`src/rtl/logic_pair_pkg.sv`:
```
`default_nettype none
// ============================================================================
//  Module      : logic_pair_pkg
//  Description : Shared types and helpers for the logic_pair_pipe datapath.
//                Defines the operator-pair encoding, the per-bit operator
//                evaluation function and the supported pipeline depth limit.
//  Revision    : 1.0  initial release
// ============================================================================
package logic_pair_pkg;

    // Deepest pipeline the top accepts for its STAGES parameter.
    localparam int MAX_STAGES = 4;

    // Operator pair selected per transaction; the value travels on op_sel.
    typedef enum logic [1:0] {
        OP_AND_OR   = 2'd0,   // {a&b,    a|b}
        OP_NAND_NOR = 2'd1,   // {~(a&b), ~(a|b)}
        OP_XOR_XNOR = 2'd2,   // {a^b,    ~(a^b)}
        OP_HALF_ADD = 2'd3    // {a&b,    a^b}  carry / sum
    } op_pair_e;

    // Evaluates one bit position of the selected operator pair.
    // Returns {y, z}. Operands are bitwise, so the top applies this per bit,
    // which keeps the function independent of WIDTH.
    function automatic logic [1:0] logic_pair_eval(
        input logic     a,
        input logic     b,
        input op_pair_e op
    );
        logic [1:0] r;
        r = 2'b00;
        case (op)
            OP_AND_OR:   r = {a & b,    a | b};
            OP_NAND_NOR: r = {~(a & b), ~(a | b)};
            OP_XOR_XNOR: r = {a ^ b,    ~(a ^ b)};
            OP_HALF_ADD: r = {a & b,    a ^ b};
            default:     r = 2'b00;
        endcase
        return r;
    endfunction

endpackage : logic_pair_pkg
`default_nettype wire

```
`src/rtl/logic_pair_stage.sv`:
```
`default_nettype none
// ============================================================================
//  Module      : logic_pair_stage
//  Description : One valid/data register slot of the logic_pair_pipe pipeline.
//                The slot loads whenever it is empty or its current contents
//                leave in the same cycle; otherwise valid and data hold.
//  Ports       : clk, rst       clock, asynchronous active-high reset
//                up_valid       a beat is offered by the previous slot/input
//                up_data        payload of the offered beat
//                adv_ok         downstream can take this slot's beat now
//                valid, data    registered slot contents
//  Revision    : 1.0  initial release
// ============================================================================
module logic_pair_stage #(
    parameter int DATA_W = 16
) (
    input  logic              clk,
    input  logic              rst,
    input  logic              up_valid,
    input  logic [DATA_W-1:0] up_data,
    input  logic              adv_ok,
    output logic              valid,
    output logic [DATA_W-1:0] data
);

    // The slot is free to load when empty or when its beat moves on this cycle.
    logic load_ok;
    assign load_ok = !valid || adv_ok;

    always_ff @(posedge clk or posedge rst) begin
        if (rst) begin
            valid <= 1'b0;
            data  <= '0;
        end else if (load_ok) begin
            valid <= up_valid;
            // Data only changes when a real beat arrives; a bubble leaves the
            // old payload in place, harmlessly masked by valid=0.
            if (up_valid) begin
                data <= up_data;
            end
        end
    end

endmodule : logic_pair_stage
`default_nettype wire

```
`src/rtl/logic_pair_pipe.sv`:
```
`default_nettype none
// ============================================================================
//  Module      : logic_pair_pipe
//  Description : Pipelined, parametrised AND/OR-style gate pair. For each
//                accepted operand beat the selected operator pair {y,z} is
//                evaluated at acceptance and carried through STAGES register
//                slots with valid/ready flow control on both sides. A
//                saturating counter reports delivered results.
//  Parameters  : WIDTH   operand/result width (>=1)
//                STAGES  register stages, 1..MAX_STAGES
//                CNT_W   transaction counter width
//  Ports       : clk, rst               clock, asynchronous active-high reset
//                in_valid, in_ready     operand-side handshake
//                a, b, op_sel           operands and operator pair select
//                out_valid, out_ready   result-side handshake
//                y, z                   result pair
//                op_count               results delivered, saturating
//                y_any, z_all           (LOGIC_PAIR_REDUCE_EN only) |y and &z
//  Config      : define LOGIC_PAIR_REDUCE_EN to add the y_any/z_all outputs.
//  Revision    : 1.0  initial release
// ============================================================================
module logic_pair_pipe
    import logic_pair_pkg::*;
#(
    parameter int WIDTH  = 8,
    parameter int STAGES = 2,
    parameter int CNT_W  = 16
) (
    input  logic             clk,
    input  logic             rst,
    input  logic             in_valid,
    output logic             in_ready,
    input  logic [WIDTH-1:0] a,
    input  logic [WIDTH-1:0] b,
    input  logic [1:0]       op_sel,
    output logic             out_valid,
    input  logic             out_ready,
    output logic [WIDTH-1:0] y,
    output logic [WIDTH-1:0] z,
    output logic [CNT_W-1:0] op_count
`ifdef LOGIC_PAIR_REDUCE_EN
    ,
    output logic             y_any,
    output logic             z_all
`endif
);

`ifdef LOGIC_PAIR_REDUCE_EN
    localparam int RED_W = 2;
`else
    localparam int RED_W = 0;
`endif
    // Payload layout, MSB first: {reduce bits (optional), y, z}
    localparam int PAY_W = 2 * WIDTH + RED_W;

    if (STAGES < 1 || STAGES > MAX_STAGES) begin : g_bad_stages
        $error("logic_pair_pipe: STAGES must be in 1..%0d", MAX_STAGES);
    end

    // ------------------------------------------------------------------------
    // Result evaluation at acceptance
    // ------------------------------------------------------------------------
    logic [WIDTH-1:0] y_in;
    logic [WIDTH-1:0] z_in;
    logic [PAY_W-1:0] payload;

    for (genvar i = 0; i < WIDTH; i++) begin : g_bit
        logic [1:0] yz;
        assign yz      = logic_pair_eval(a[i], b[i], op_pair_e'(op_sel));
        assign y_in[i] = yz[1];
        assign z_in[i] = yz[0];
    end

`ifdef LOGIC_PAIR_REDUCE_EN
    // Reductions are taken on the fresh results so they ride in the same
    // slots as y/z and stay aligned with out_valid.
    assign payload = {|y_in, &z_in, y_in, z_in};
`else
    assign payload = {y_in, z_in};
`endif

    // ------------------------------------------------------------------------
    // Flow control
    // ------------------------------------------------------------------------
    logic [STAGES-1:0]            stg_valid;
    logic [STAGES-1:0][PAY_W-1:0] stg_data;
    logic [STAGES-1:0]            down_ok;

    // down_ok[k]: the slot after stage k (or the consumer) can take a beat
    // this cycle. A beat in stage k can move whenever any later slot is empty,
    // because everything between it and that hole shifts forward together.
    // Built directly from the slot valids so no ready bit depends on another.
    always_comb begin
        down_ok = '0;
        for (int k = 0; k < STAGES; k++) begin
            down_ok[k] = out_ready;
            for (int j = k + 1; j < STAGES; j++) begin
                if (!stg_valid[j]) begin
                    down_ok[k] = 1'b1;
                end
            end
        end
    end

    assign in_ready = !stg_valid[0] || down_ok[0];

    // ------------------------------------------------------------------------
    // Register slots
    // ------------------------------------------------------------------------
    for (genvar k = 0; k < STAGES; k++) begin : g_stage
        if (k == 0) begin : g_first
            logic_pair_stage #(
                .DATA_W (PAY_W)
            ) u_stage (
                .clk      (clk),
                .rst      (rst),
                .up_valid (in_valid),
                .up_data  (payload),
                .adv_ok   (down_ok[k]),
                .valid    (stg_valid[k]),
                .data     (stg_data[k])
            );
        end else begin : g_rest
            logic_pair_stage #(
                .DATA_W (PAY_W)
            ) u_stage (
                .clk      (clk),
                .rst      (rst),
                .up_valid (stg_valid[k-1]),
                .up_data  (stg_data[k-1]),
                .adv_ok   (down_ok[k]),
                .valid    (stg_valid[k]),
                .data     (stg_data[k])
            );
        end
    end

    // ------------------------------------------------------------------------
    // Output side
    // ------------------------------------------------------------------------
    logic out_xfer;

    assign out_valid = stg_valid[STAGES-1];
    assign out_xfer  = out_valid && out_ready;
    assign y         = stg_data[STAGES-1][2*WIDTH-1:WIDTH];
    assign z         = stg_data[STAGES-1][WIDTH-1:0];

`ifdef LOGIC_PAIR_REDUCE_EN
    assign y_any     = stg_data[STAGES-1][PAY_W-1];
    assign z_all     = stg_data[STAGES-1][PAY_W-2];
`endif

    // Saturating count of delivered results.
    always_ff @(posedge clk or posedge rst) begin
        if (rst) begin
            op_count <= '0;
        end else if (out_xfer && (op_count != {CNT_W{1'b1}})) begin
            op_count <= op_count + 1'b1;
        end
    end

endmodule : logic_pair_pipe
`default_nettype wire

```
`config.mk`:
```
export PLATFORM = sky130hd
export DESIGN_NAME = logic_pair_pipe
export DESIGN_NICKNAME = d
export VERILOG_FILES = /design/src/rtl/logic_pair_pkg.sv /design/src/rtl/logic_pair_stage.sv /design/src/rtl/logic_pair_pipe.sv
export SDC_FILE = /design/constraint.sdc
export NUM_CORES = 1
export LEC_CHECK = 0
export ABC_AREA = 1
export CAP_MARGIN = 5
export CORE_ASPECT_RATIO = 0.5
export CORE_MARGIN = 2
export CORE_UTILIZATION = 47
export DETAILED_ROUTE_END_ITERATION = 7
export GPL_ROUTABILITY_DRIVEN = 0
export PLACE_DENSITY_LB_ADDON = 0.2
export REMOVE_ABC_BUFFERS = 1
export SLEW_MARGIN = 30
export SYNTH_ARGS = -nofsm -noshare
export SYNTH_HDL_FRONTEND = slang
export SYNTH_SLANG_ARGS = --single-unit
```
`constraint.sdc`:
```
create_clock -name clk -period 1.6 [get_ports clk]
set_clock_uncertainty 0.15 [all_clocks]
set_input_delay 0.32 -clock clk [delete_from_list [all_inputs] [get_ports clk]]
set_output_delay 0.32 -clock clk [all_outputs]
set_load 0.02 [all_outputs]
```
==> results.yml <==
sta:
  max_slew_margin_pct: 79.3
  rsz0062_at_grt: "true"
  setup_viol: 0
  worst-slew-pin-transition_ps: 310
  hold_viol: 0
  finalCriticalPeriod_ps: 1580
  fmax_ghz: 0.632
  timing.final.crit_share_pct: 98.9
  drv_slew: 0
worst_setup_path:
  crit_path_end_kind: "output port"
  critical_path_required_ps: 1130
  crit_fanout: 2
  critPathArrivalTime_ps: 1110
  cpMostUsedCell: "buf_4"
  start_kind: "register"
  cp_slowest_cell: "dfrtp_1"
  path_class: "reg -> out"
  crit_path_cell_trace: "buf_4 > buf_4 > buf_4"
  path_buf_inv: 3
  cp.depth: 3
  cp_top_family: "buffers and inverters"
  reg2reg_depth: 9
  cpPeakStageDelay_ps: 410
floorplanning:
  initial_core_util_pct: 48.3
  die_h_um: 59.6
  dieArea_um2: 6860
  row_count: 20
  die_w_um: 115
  io_pins: 56
  core-area_um2: 6010
clock_tree:
  clock_latency_ps: 290
  holdBufCountCts: 0
  cts_root_buf: "clkbuf_16"
  htreeDepth: 2
  cts_buffers: 5
  clkSlewWorstSetupHoldPaths_ps: 70
  clkSinkCount: 50
  clock_path_buffers: 2
  cts_tree: "yes"
power_and_ir_drop:
  power.density_nw_per_um2: 1070
  p_seq_share_pct: 39.7
  vdd_drop_max_mv: 0.494
  pwr-share-comb_pct: 35.3
  sw_frac_of_total_pct: 34.4
  clockPowerShare_pct: 25.0
  power_leakage_nw: 2.19
  switchingPower_w: 0.00151
  p_int_w: 0.00288
yosys:
  seq_area_frac_synth_pct: 43.1
  synth_area_leader_cell: "dfrtp_1"
  synth_seq_cells: 50
  yosysUniqueCellTypes: 27
  synth_area_leaders: "dfrtp_1 43%, nand2_1 14%, ha_1 7.3%"
  yosys_warnings: 0
  avgSynthCellArea_um2: 7.78
  synth_edf_count: 0
  synth_most_common_cell: "nand2_1"
  synth.top_cell.area_share_pct: 43.1
  synth_cells: 373
  ys_async_sr_fraction_pct: 100
  syn_area_um2: 2900
  synth_ff_type: "dfrtp_1"
  synth.top_cells.by_count: "106 x nand2_1, 50 x dfrtp_1, 47 x nor2_1"
drt:
  wirelength_um: 6680
  wire_per_inst_um: 12.3
  num_vias: 2697
  drc: 0
  first_pass_iters: 4
  avgViaCountPerCell: 4.98
  drtIter0Drc: 221
  ant_nets: 0
placed_design:
  place_area_um2: 3800
  io_buffers: 55
  hpwlAfterDp_um: 4750
  placed_cells: 529
layout:
  finalNonFillerCells: 542
  n_antenna_cell: 0
  finalInstanceArea_um2: 4090
  nets: 503
  drive_gt1_share_pct: 20.9
  syn2layout_area_growth_pct: 41.1
global_route:
  grt_busiest_layer: "met2"
  grt_util_met3_pct: 3.68
  met2_usage_pct: 36.6
  grt_overflow: 0
  grtUsageMet1_pct: 24.1
  grt_pass1_vias: 2538
  grt.total_usage_pct: 20.3
  antenna_found_initial: 0
  grt_start_max_net_pins: 51
  grt_pass1_wl_um: 10900
run:
  drv_cap: 0
status:
  status: "completed"
worst_hold_path:
  hold_path_class: "in -> async"
-- path summary, 6_finish.rpt --
kind | slack, ps | start | to
worst max register to register | 20 | op_count[0]$_DFFE_PP0P_ | op_count[8]$_DFFE_PP0P_
worst min-delay path | 220 | rst | g_stage[1].g_rest.u_stage.data[1]$_DFFE_PP0P_
worst max-delay path | 20 | op_count[0]$_DFFE_PP0P_ | op_count[0]
max in group asynchronous | 820 | rst | op_count[8]$_DFFE_PP0P_
min in group clk | 340 | g_stage[1].g_rest.u_stage.data[14]$_DFFE_PP0P_ | g_stage[1].g_rest.u_stage.data[14]$_DFFE_PP0P_
worst min register to register | 340 | g_stage[1].g_rest.u_stage.data[14]$_DFFE_PP0P_ | g_stage[1].g_rest.u_stage.data[14]$_DFFE_PP0P_
-- cell families (layout without fill, tap and decap cells) --
| group | after synthesis | in the layout | share of synthesized area (%) |
|---|---|---|---|
| buf+inv | 56 | 148 | 8.06 |
| flops | 50 | 50 | 43.1 |
| compound gates | 43 | 43 | 7.59 |
| simple gates | 187 | 187 | 27.1 |
| xor+xnor | 11 | 11 | 3.32 |
| mux | 9 | 9 | 3.49 |
| fa+ha+maj | 17 | 17 | 7.33 |
-- timing repair --
item / in CTS / in global routing
gates resized for setup: 49 / 51
setup buffers: 5 / 1
setup endpoints to repair: 55 / 29
pin swaps: 3 / 19
-- metal layers --
layer / routed length [um] / vias to the layer above
li1: - / 1351
met1: 2960 / 1254
met2: 3280 / 73
met3: 279 / 19
met4: 160 / 0
met5: 0 / -
-- layout by cell type, fill, tap and decap left out, types with 2 or more instances in the layout --
master           instances
xor2_1                  10
nor3_1                   2
a21oi_1                  9
dfrtp_1                 48
nor2_4                   9
nor2_1                  32
buf_12                   4
nand2_1                102
nor2_2                   9
nand4_1                  4
nand3b_1                 2
nand3_1                 17
inv_2                    4
o21ai_0                 26
o21ai_1                  6
mux2_2                   9
ha_1                    15
dfrtp_2                  2
clkbuf_16                5
inv_1                   40
dlymetal6s2s_1          11
nand2_2                  6
buf_4                   36
clkdlybuf4s50_1         10
dlygate4sd2_1           30
-- tightest hold or removal path: cells and delay by family --
family   cells  cell delay, ps
buf+inv      3             720
-- power groups by stage --
stage               Combinational [W]  Sequential (W)  Clock (W)
floorplan                    0.000512         0.00201          0
global placement              0.00156         0.00176          0
detailed placement            0.00160         0.00177          0
CTS                           0.00152         0.00174    0.00113
global route                  0.00170         0.00178    0.00116
finish                        0.00155         0.00174    0.00110
-- per-stage QoR --
step / setup WS, ps / power, W / hold WS, ps / util [%] / TNS, ps
2_1_floorplan: -143 / 0.00252 / 299 / - / -6260
3_3_place_gp: -402 / 0.00331 / 316 / 63.2 / -7710
3_5_place_dp: -409 / 0.00338 / 334 / 63.2 / -9540
4_1_cts: 4.75 / 0.00439 / 243 / 65.9 / 0
5_1_grt: -40.0 / 0.00465 / 263 / 68.2 / -175
6_report: 17.9 / 0.00440 / 221 / 68.2 / 0
-- area by class of cell --
type                    count  area [um2]
clock buffers               6         139
clock inverters             2        16.3
fillers                   473        1910
inverters                  45         171
multi-input cells         267        1540
flip-flops and latches     50        1250
well taps                  77        96.3
repair buffers             95         882
-- flip-flops by register name, summed over array words and instances (netlist names) --
signal,cells
g_stage.g_first.u_stage.valid,1
op_count,16
g_stage.g_rest.u_stage.valid,1
g_stage.g_rest.u_stage.data,16
g_stage.g_first.u_stage.data,16
(Power assumes the default switching activity.)
